===== config.mk =====
export PLATFORM = sky130hd
export DESIGN_NAME = instr_sequencer
export DESIGN_NICKNAME = d
export VERILOG_FILES = /design/src/rtl/instr_sequencer.sv
export SDC_FILE = /design/constraint.sdc
export NUM_CORES = 1
export LEC_CHECK = 0
export ABC_AREA = 1
export BUFFER_PORTS_ARGS = -buffer_cell sky130_fd_sc_hd__buf_4
export CELL_PAD_IN_SITES_DETAIL_PLACEMENT = 0
export CELL_PAD_IN_SITES_GLOBAL_PLACEMENT = 2
export CORE_ASPECT_RATIO = 1.25
export CORE_UTILIZATION = 27
export CTS_BUF_LIST = sky130_fd_sc_hd__clkbuf_8
export DETAILED_ROUTE_END_ITERATION = 8
export GPL_TIMING_DRIVEN = 0
export PLACE_DENSITY_LB_ADDON = 0.1
export SYNTH_ARGS = -nofsm -noshare
export SYNTH_HDL_FRONTEND = slang
export SYNTH_SLANG_ARGS = --single-unit

===== constraint.sdc =====
create_clock -name clk -period 1.5 [get_ports clk]
set_input_delay 0.225 -clock clk [delete_from_list [all_inputs] [get_ports clk]]
set_output_delay 0.225 -clock clk [all_outputs]
set_load 0.1 [all_outputs]

===== src/rtl/instr_sequencer.sv =====
// Multicycle control sequencer for the 8-bit accumulator core.
// Fetches into the IR, walks DECODE/EXEC/MEM/WB from the decoder's controls,
// updates the PC (sequential, branch, jump via label LUT) and runs the single
// data-memory port with a req/ready handshake and a wait timeout.
// Ports:
//   clk, rst_n                   clock, async active-low reset
//   start                        begin run at PC 0 (honoured in IDLE/HALT only)
//   instr_i                      instruction memory data at pc_o
//   dec_*                        decoder controls derived from instr_o
//   target_pc_i                  label LUT data for lut_idx_o
//   alu_zero_i                   ALU zero flag (used in EXEC)
//   mem_ready_i                  data memory completes current request
//   pc_o, instr_o, lut_idx_o     PC, IR, LUT index
//   mem_req_o, mem_we_o, reg_we_o strobes
//   busy_o, done_o, err_o        run status
//   cycle_cnt_o                  saturating busy-cycle counter
module instr_sequencer #(
  parameter int unsigned PC_W        = 8,
  parameter int unsigned CYC_W       = 16,
  parameter int unsigned MEM_TIMEOUT = 15
) (
  input  logic             clk,
  input  logic             rst_n,
  input  logic             start,
  input  logic [7:0]       instr_i,
  input  logic             dec_mem_read,
  input  logic             dec_mem_write,
  input  logic             dec_reg_write,
  input  logic             dec_branch,
  input  logic             dec_jump,
  input  logic             dec_halt,
  input  logic [3:0]       dec_target,
  input  logic [PC_W-1:0]  target_pc_i,
  input  logic             alu_zero_i,
  input  logic             mem_ready_i,
  output logic [PC_W-1:0]  pc_o,
  output logic [7:0]       instr_o,
  output logic [3:0]       lut_idx_o,
  output logic             mem_req_o,
  output logic             mem_we_o,
  output logic             reg_we_o,
  output logic             busy_o,
  output logic             done_o,
  output logic             err_o,
  output logic [CYC_W-1:0] cycle_cnt_o
);

  localparam int unsigned INSTR_W = 8;
  localparam int unsigned WAIT_W  = 8;

  typedef enum logic [2:0] {
    S_IDLE, S_FETCH, S_DECODE, S_EXEC, S_MEM, S_WB, S_HALT
  } state_t;

  state_t             state_q, state_d;
  logic [PC_W-1:0]    pc_q, pc_d, pc_inc;
  logic [INSTR_W-1:0] ir_q, ir_d;
  logic [CYC_W-1:0]   cnt_q, cnt_d;
  logic [WAIT_W-1:0]  wait_q, wait_d, wait_inc;
  logic               err_q, err_d;
  logic               done_q, done_d;
  logic               mem_req_q, mem_req_d;
  logic               mem_we_q, mem_we_d;
  logic               reg_we_q, reg_we_d;
  logic               busy_q, busy_d;

  assign pc_inc   = pc_q + PC_W'(1);
  assign wait_inc = wait_q + WAIT_W'(1);

  // Next-state, datapath updates and next strobe values
  always_comb begin
    state_d = state_q;
    pc_d    = pc_q;
    ir_d    = ir_q;
    cnt_d   = cnt_q;
    wait_d  = wait_q;
    err_d   = err_q;

    if (busy_q && (cnt_q != {CYC_W{1'b1}})) cnt_d = cnt_q + CYC_W'(1);

    case (state_q)
      S_IDLE, S_HALT: begin
        if (start) begin
          state_d = S_FETCH;
          pc_d    = '0;
          cnt_d   = '0;
          err_d   = 1'b0;
        end
      end
      S_FETCH: begin
        ir_d    = instr_i;
        state_d = S_DECODE;
      end
      S_DECODE: begin
        state_d = dec_halt ? S_HALT : S_EXEC;
      end
      S_EXEC: begin
        if (dec_mem_read || dec_mem_write) begin
          state_d = S_MEM;
          wait_d  = '0;
        end else if (dec_reg_write) begin
          state_d = S_WB;
        end else begin
          pc_d    = (dec_jump || (dec_branch && alu_zero_i)) ? target_pc_i : pc_inc;
          state_d = S_FETCH;
        end
      end
      S_MEM: begin
        if (mem_ready_i) begin
          // read wins when the decoder asserts both
          if (dec_mem_read) begin
            state_d = S_WB;
          end else begin
            pc_d    = pc_inc;
            state_d = S_FETCH;
          end
        end else begin
          wait_d = wait_inc;
          if (wait_inc == WAIT_W'(MEM_TIMEOUT)) begin
            err_d   = 1'b1;
            state_d = S_HALT;
          end
        end
      end
      S_WB: begin
        pc_d    = pc_inc;
        state_d = S_FETCH;
      end
      default: state_d = S_IDLE;
    endcase

    // Moore strobes, registered alongside the state they belong to
    mem_req_d = (state_d == S_MEM);
    mem_we_d  = (state_d == S_MEM) && dec_mem_write && !dec_mem_read;
    reg_we_d  = (state_d == S_WB);
    busy_d    = (state_d == S_FETCH) || (state_d == S_DECODE) || (state_d == S_EXEC) ||
                (state_d == S_MEM)   || (state_d == S_WB);
    done_d    = (state_d == S_HALT);
  end

  // State and output registers
  always_ff @(posedge clk or negedge rst_n) begin
    if (!rst_n) begin
      state_q   <= S_IDLE;
      pc_q      <= '0;
      ir_q      <= '0;
      cnt_q     <= '0;
      wait_q    <= '0;
      err_q     <= 1'b0;
      done_q    <= 1'b0;
      mem_req_q <= 1'b0;
      mem_we_q  <= 1'b0;
      reg_we_q  <= 1'b0;
      busy_q    <= 1'b0;
    end else begin
      state_q   <= state_d;
      pc_q      <= pc_d;
      ir_q      <= ir_d;
      cnt_q     <= cnt_d;
      wait_q    <= wait_d;
      err_q     <= err_d;
      done_q    <= done_d;
      mem_req_q <= mem_req_d;
      mem_we_q  <= mem_we_d;
      reg_we_q  <= reg_we_d;
      busy_q    <= busy_d;
    end
  end

  assign pc_o        = pc_q;
  assign instr_o     = ir_q;
  assign lut_idx_o   = dec_target;
  assign mem_req_o   = mem_req_q;
  assign mem_we_o    = mem_we_q;
  assign reg_we_o    = reg_we_q;
  assign busy_o      = busy_q;
  assign done_o      = done_q;
  assign err_o       = err_q;
  assign cycle_cnt_o = cnt_q;

endmodule


==> flow_metrics.env, run 1 <==
export IMPL_cp_max_fo=4
export IMPL_grt_pass1_vias=2683
export IMPL_n_antenna_cell=0
export IMPL_place_inst=551
export IMPL_setup_viol=26
export IMPL_dp_hpwl_mm=5.43
export IMPL_fin_crit_sh_pct=108
export IMPL_grt_util_met1_pct=19.0
export IMPL_track_usage_pct=15.6
export IMPL_antenna_found_initial=0
export IMPL_crit_path_start_kind="register"
export IMPL_synth_area_leader_cell="dfrtp_1"
export IMPL_finalMaxSlewViolations=0
export IMPL_synth_area_top_cells="dfrtp_1, nand2_1, nor2_1"
export IMPL_grt_pass1_wl_mm=13.0
export IMPL_drc=0
export IMPL_gp_congestion=0.696
export IMPL_grt_start_max_net_pins=50
export IMPL_fin_skew_ns=0.00621
export IMPL_routed_wl_mm=7.83
export IMPL_hp_class="in2reg"
export IMPL_min_period_ns=1.62
export IMPL_p_per_area_mw_per_mm2=2360
export IMPL_synth_area_mm2=0.00276
export IMPL_maxCapViolations=0
export IMPL_busiest_layer="met2"
export IMPL_fin_ws_ns=-0.124
export IMPL_cts_max_level=2
export IMPL_synth_xor_area_share_pct=3.17
export IMPL_synth_async_reset_ratio_pct=100
export IMPL_required_ns=1.69
export IMPL_synth_ff_type="dfrtp_1"
export IMPL_io_buffers=67
export IMPL_seq_area_frac_synth_pct=44.4
export IMPL_synth_compound_area_share_pct=10.6
export IMPL_drive_above_1_share_pct=48.8
export IMPL_grtUsageMet3_pct=2.58
export IMPL_syn_area_per_cell_um2=7.71
export IMPL_violations="negative setup slack"
export IMPL_arrival_ns=1.81
export IMPL_area_growth_pct=55.5
export IMPL_ir_drop_v=0.000682
export IMPL_netlist_instances=358
export IMPL_via_count=2705
export IMPL_cts_buffers=5
export IMPL_hold_slack_ns=0.104
export IMPL_drt_iter0_drc=64
export IMPL_yosys_warnings=0
export IMPL_use_met2_pct=27.8
export IMPL_die_h_um=115
export IMPL_io_pins=73
export IMPL_clock_path_buffers=2
export IMPL_dr_pass1_iters=4
export IMPL_path_clk_slew_ns=0.10
export IMPL_rows=40
export IMPL_power_mw=10.1
export IMPL_yosys_register_bits=49
export IMPL_rsz0062_at_grt="true"
export IMPL_total_leakage_power_nw=1.98
export IMPL_core_mm2=0.00976
export IMPL_start_util_pct=28.3
export IMPL_status="finished, violations left"
export IMPL_synthAdderAreaFrac_pct=1.81
export IMPL_critical_path_class="reg2reg"
export IMPL_via_per_inst=4.52
export IMPL_ant_nets=0
export IMPL_die_area_mm2=0.0106
export IMPL_synth_distinct_cells=37
export IMPL_fmax_mhz=616
export IMPL_wire_per_inst_um=13.1
export IMPL_overflow=0
export IMPL_fin_nets=507
export IMPL_synthTopCellsByCount="nand2_1, dfrtp_1, nor2_1, inv_1, nand3_1"
export IMPL_synth_net_count=393
export IMPL_synth_top_family_by_area="simple AND/OR/NAND/NOR gates"
export IMPL_numClockSinks=49
export IMPL_critPathCaptureType="register"
export IMPL_relSlewSlack_pct=55.9
export IMPL_die_w_um=92.5
export IMPL_synthSimpleGateAreaFrac_pct=32.0
export IMPL_worstMarginPinSlew_ns=0.662
export IMPL_hold_viol_final=0
export IMPL_synth_top_area_share_pct=44.4
export IMPL_synth_edf_count=0
export IMPL_final_cells=599
export IMPL_cts_root_buffer="clkbuf_8"
export IMPL_cts_tree="done"
export IMPL_synthMuxAreaShare_pct=0
export IMPL_clk_latency_ns=0.31
export IMPL_synthMostInstantiatedCell="nand2_1"
==> placed cells by master (no fill, tap or decap), types with 8 or more instances in the layout <==
cell type and instances:
a21oi_1 8, buf_4 102, buf_6 10, dfrtp_1 22, dfrtp_2 20, inv_1 32
nand2_1 78, nand2_2 13, nand3_1 20, nand3_2 9, nor2_1 31, o21ai_0 11
o21ai_2 8, xor2_1 9
==> area by class of cell <==
cell class	instances	area [µm²]
plain buffers	9	75.1
clock buffers	6	82.6
clock inverters	2	33.8
fillers	1020	5470
inverters	41	164
multi-input cells	259	1650
flip-flops and latches	49	1280
well taps	126	158
repair buffers	107	857
==> kinds of logic (layout without fill, tap and decap cells) <==
group,after synthesis,after routing
flops,49,49
simple gates,195,195
fa+ha+maj,4,4
xor+xnor,10,10
buf+inv,50,165
compound gates,50,50
==> critical path, stage by stage (launching register included) <==
cell and delay (ns):
dfrtp_4 0.50, ha_4 0.18, nand3_4 0.09, nor3_4 0.05, nand3_2 0.07, nand2_4 0.08, buf_6 0.13, buf_6 0.12
buf_6 0.10, o21ai_2 0.13, a21oi_1 0.05
==> timing repair <==
action / in CTS / in global routing
hold endpoints to repair: 49 / 0
gates cloned: 1 / 0
gates resized for setup: 51 / 52
setup buffers: 23 / 18
hold buffers: 1 / 0
setup endpoints to repair: 40 / 50
pin swaps: 15 / 25
==> report_power, final <==
| group | total (mW) | leakage (nW) | internal, mW | switching [mW] |
|---|---|---|---|---|
| combinational | 6.72 | 1.32 | 2.14 | 4.58 |
| clock | 1.00 | 0.0626 | 0.538 | 0.466 |
| sequential | 2.41 | 0.600 | 1.87 | 0.537 |
==> registers in the layout, indices dropped and copies added (netlist names), 3 cells and up <==
register,cells
cycle_cnt_o,16
instr_o,8
pc_o,8
wait_q,8
state_q,3
==> stage by stage <==
stage | util, % | instance area (µm²) | setup WS (ns) | setup TNS, ns
finish | 44.0 | 4290 | -0.124 | -1.53
global route | 44.0 | 4290 | -0.239 | -5.14
CTS | 41.0 | 4000 | -0.141 | -1.97
detailed placement | 36.3 | 3540 | -0.425 | -7.80
global placement | 36.3 | 3540 | -0.412 | -7.59
floorplan | - | 2880 | -0.414 | -4.68
==> layer usage <==
layer / vias to the layer above / wire (µm)
li1: 1386 / -
met1: 1264 / 3370
met2: 49 / 4100
met3: 6 / 253
met5: - / 0
met4: 0 / 107
==> worst paths after layout <==
kind	from	endpoint	slack, ns	depth (start not counted)
max in group asynchronous	rst_n	cycle_cnt_o[1]$_DFF_PN0_	0.51	2
hold reg to reg	instr_o[2]$_DFFE_PN0P_	instr_o[2]$_DFFE_PN0P_	0.48	2
setup reg to reg	cycle_cnt_o[0]$_DFF_PN0_	cycle_cnt_o[15]$_DFF_PN0_	-0.12	10
hold / removal	instr_i[2]	instr_o[2]$_DFFE_PN0P_	0.10	3
min in group asynchronous	rst_n	cycle_cnt_o[5]$_DFF_PN0_	0.48	2
setup / recovery	cycle_cnt_o[0]$_DFF_PN0_	cycle_cnt_o[15]$_DFF_PN0_	-0.12	10
Note: power is estimated with default switching activity, not from simulation.
==> run 2: changes to the inputs <==
Settings changed: REMOVE_ABC_BUFFERS set to 1.
==> run 2 against run 1 <==
Compared with the run above:
- the flow still finishes with violations (negative setup slack)
- highest routed layer unchanged
- final cell count is 0.33% higher
- first-iteration DRC count down 6.3%
- sequential share of layout area is 1.7 points lower
- register-to-register slack lost 0.04 ns
==> flow_metrics.env, run 2 (same netlist as run 1, synthesis figures left out) <==
export IMPL_grt_pass1_wl_mm=13.2
export IMPL_cts_max_level=2
export IMPL_crit_top_cell="buf_6"
export IMPL_finalMaxSlewViolations=0
export IMPL_track_usage_pct=16.1
export IMPL_io_pins=73
export IMPL_hold_viol_final=0
export IMPL_die_w_um=92.5
export IMPL_min_period_ns=1.66
export IMPL_slowest_stage="dfrtp_2"
export IMPL_ir_drop_v=0.000687
export IMPL_path_clk_slew_ns=0.10
export IMPL_crit_chain="buf_6 > nand3_4 > o21ai_4 > nand2_2 > inv_4 > nor3_4 > buf_6 > nor2_2 > a31oi_1"
export IMPL_cts_buffers=5
export IMPL_dr_pass1_iters=4
export IMPL_setup_tns_ns=-2.90
export IMPL_holdPathEnd="instr_o[5]$_DFFE_PN0P_"
export IMPL_cts_tree="done"
export IMPL_min_from="instr_i[5]"
export IMPL_maxCapViolations=0
export IMPL_setup_viol=33
export IMPL_via_count=2776
export IMPL_post_place_ws_ns=-0.859
export IMPL_gp_congestion=0.771
export IMPL_fin_ws_ns=-0.164
export IMPL_critPathCaptureType="register"
export IMPL_start_util_pct=28.3
export IMPL_die_area_mm2=0.0106
export IMPL_met1Wirelength_mm=3.48
export IMPL_via_per_inst=4.62
export IMPL_fillCellCount=987
export IMPL_status="finished, violations left"
export IMPL_hp_class="in2reg"
export IMPL_reg2reg_from="state_q[1]$_DFF_PN0_"
export IMPL_area_growth_pct=59.2
export IMPL_fin_skew_ns=0.00880
export IMPL_worstMarginPinSlew_ns=0.667
export IMPL_cpPeakStageDelay_ns=0.46
export IMPL_r2r_setup_slack_ns=-0.16
export IMPL_rsz0062_at_grt="true"
export IMPL_hold_slack_ns=0.0999
export IMPL_cts_root_buffer="clkbuf_8"
export IMPL_ant_nets=0
export IMPL_relSlewSlack_pct=55.5
export IMPL_n_antenna_cell=0
export IMPL_cp_max_fo=5
export IMPL_routed_wl_mm=8.33
export IMPL_p_per_area_mw_per_mm2=2380
export IMPL_fin_nets=509
export IMPL_dp_hpwl_mm=5.46
export IMPL_fmax_mhz=601
export IMPL_r2r_end="pc_o[7]$_DFFE_PN0P_"
export IMPL_grt_pass1_vias=2689
export IMPL_whs_path_depth=3
export IMPL_highest_layer="met4"
export IMPL_core_mm2=0.00976
export IMPL_power_mw=10.5
export IMPL_critical_path_class="reg2reg"
export IMPL_grt_start_max_net_pins=50
export IMPL_required_ns=1.74
export IMPL_route_met2_wl_mm=4.41
export IMPL_antenna_found_initial=0
export IMPL_numClockSinks=49
export IMPL_wire_per_inst_um=13.9
export IMPL_drc=0
export IMPL_largest_reg_flops=16
export IMPL_clock_path_buffers=2
export IMPL_rows=40
export IMPL_wl_met3_um=269
export IMPL_crit_path_start_kind="register"
export IMPL_io_buffers=64
export IMPL_final_cell_mix="buf_4, nand2_1, dfrtp_1, inv_1, nor2_1"
export IMPL_violations="negative setup slack"
export IMPL_clk_latency_ns=0.32
export IMPL_drive_above_1_share_pct=45.9
export IMPL_reg2reg_depth=9
export IMPL_die_h_um=115
export IMPL_overflow=0
export IMPL_fin_crit_sh_pct=111
export IMPL_fin_area_mm2=0.00440
export IMPL_arrival_ns=1.91
export IMPL_total_leakage_power_nw=2.06
export IMPL_mostFrequentLayoutCell="buf_4"
export IMPL_drt_iter0_drc=60
export IMPL_dpl_cell_area_mm2=0.00333
-- run 2: layout make-up --
| class | instances | area (µm²) | share of cell area, % |
|---|---|---|---|
| multi-input combinational | 259 | 1690 | 38.5 |
| tap | 126 | 158 | 3.59 |
| inverter | 41 | 174 | 3.96 |
| timing repair inverter | 1 | 11.3 | 0.256 |
| clock inverter | 3 | 42.5 | 0.968 |
| clock buffer | 5 | 68.8 | 1.57 |
| timing repair buffer | 117 | 1020 | 23.1 |
| sequential | 49 | 1230 | 28.1 |
-- run 2: worst max path at each step --
| stage | startpoint | to | slack [ns] | cells after the start |
|---|---|---|---|---|
| 6_report | state_q[1]$_DFF_PN0_ | pc_o[7]$_DFFE_PN0P_ | -0.16 | 9 |
| 5_1_grt | state_q[1]$_DFF_PN0_ | pc_o[6]$_DFFE_PN0P_ | -0.29 | 9 |
| 4_1_cts | state_q[0]$_DFF_PN0_ | pc_o[7]$_DFFE_PN0P_ | -0.18 | 8 |
| 3_5_place_dp | state_q[2]$_DFF_PN0_ | instr_o[3]$_DFFE_PN0P_ | -0.86 | 4 |
| 3_3_place_gp | state_q[2]$_DFF_PN0_ | instr_o[4]$_DFFE_PN0P_ | -0.87 | 4 |
| 2_1_floorplan | cycle_cnt_o[0]$_DFF_PN0_ | cycle_cnt_o[7]$_DFF_PN0_ | -0.86 | 10 |
-- run 2: repair_timing --
action | 4_1_cts | 5_1_grt
buffers inserted | 31 | 24
hold buffers | 1 | 0
resized for setup | 69 | 70
gates cloned | 1 | 0
setup endpoints to repair | 49 | 41
hold endpoints to repair | 49 | 0
pin swaps | 17 | 32
-- run 2: critical path, delay by kind of cell (launching register included) --
family,cells,cell delay [ns]
DFF,1,0.46
and+or+nand+nor,4,0.55
buffers and inverters,3,0.34
AOI/OAI and AO/OA,2,0.23
-- run 2: metrics by stage --
| step | util, % | std cells |
|---|---|---|
| detailed placement | 34.2 | 539 |
| CTS | 40.9 | 580 |
| floorplan | - | 349 |
| global route | 45.1 | 601 |
| finish | 45.1 | 601 |
| global placement | 34.2 | 539 |
-- run 2: power by group --
part           switching, mW  internal (mW)
Combinational           4.74           2.39
Sequential             0.528           1.81
Clock                  0.501          0.495
-- run 2: routing by layer --
metal,vias up,track usage (%)
met4,0,6.46
met1,1319,18.6
met3,14,3.31
li1,1391,-
met5,-,0
met2,52,29.1
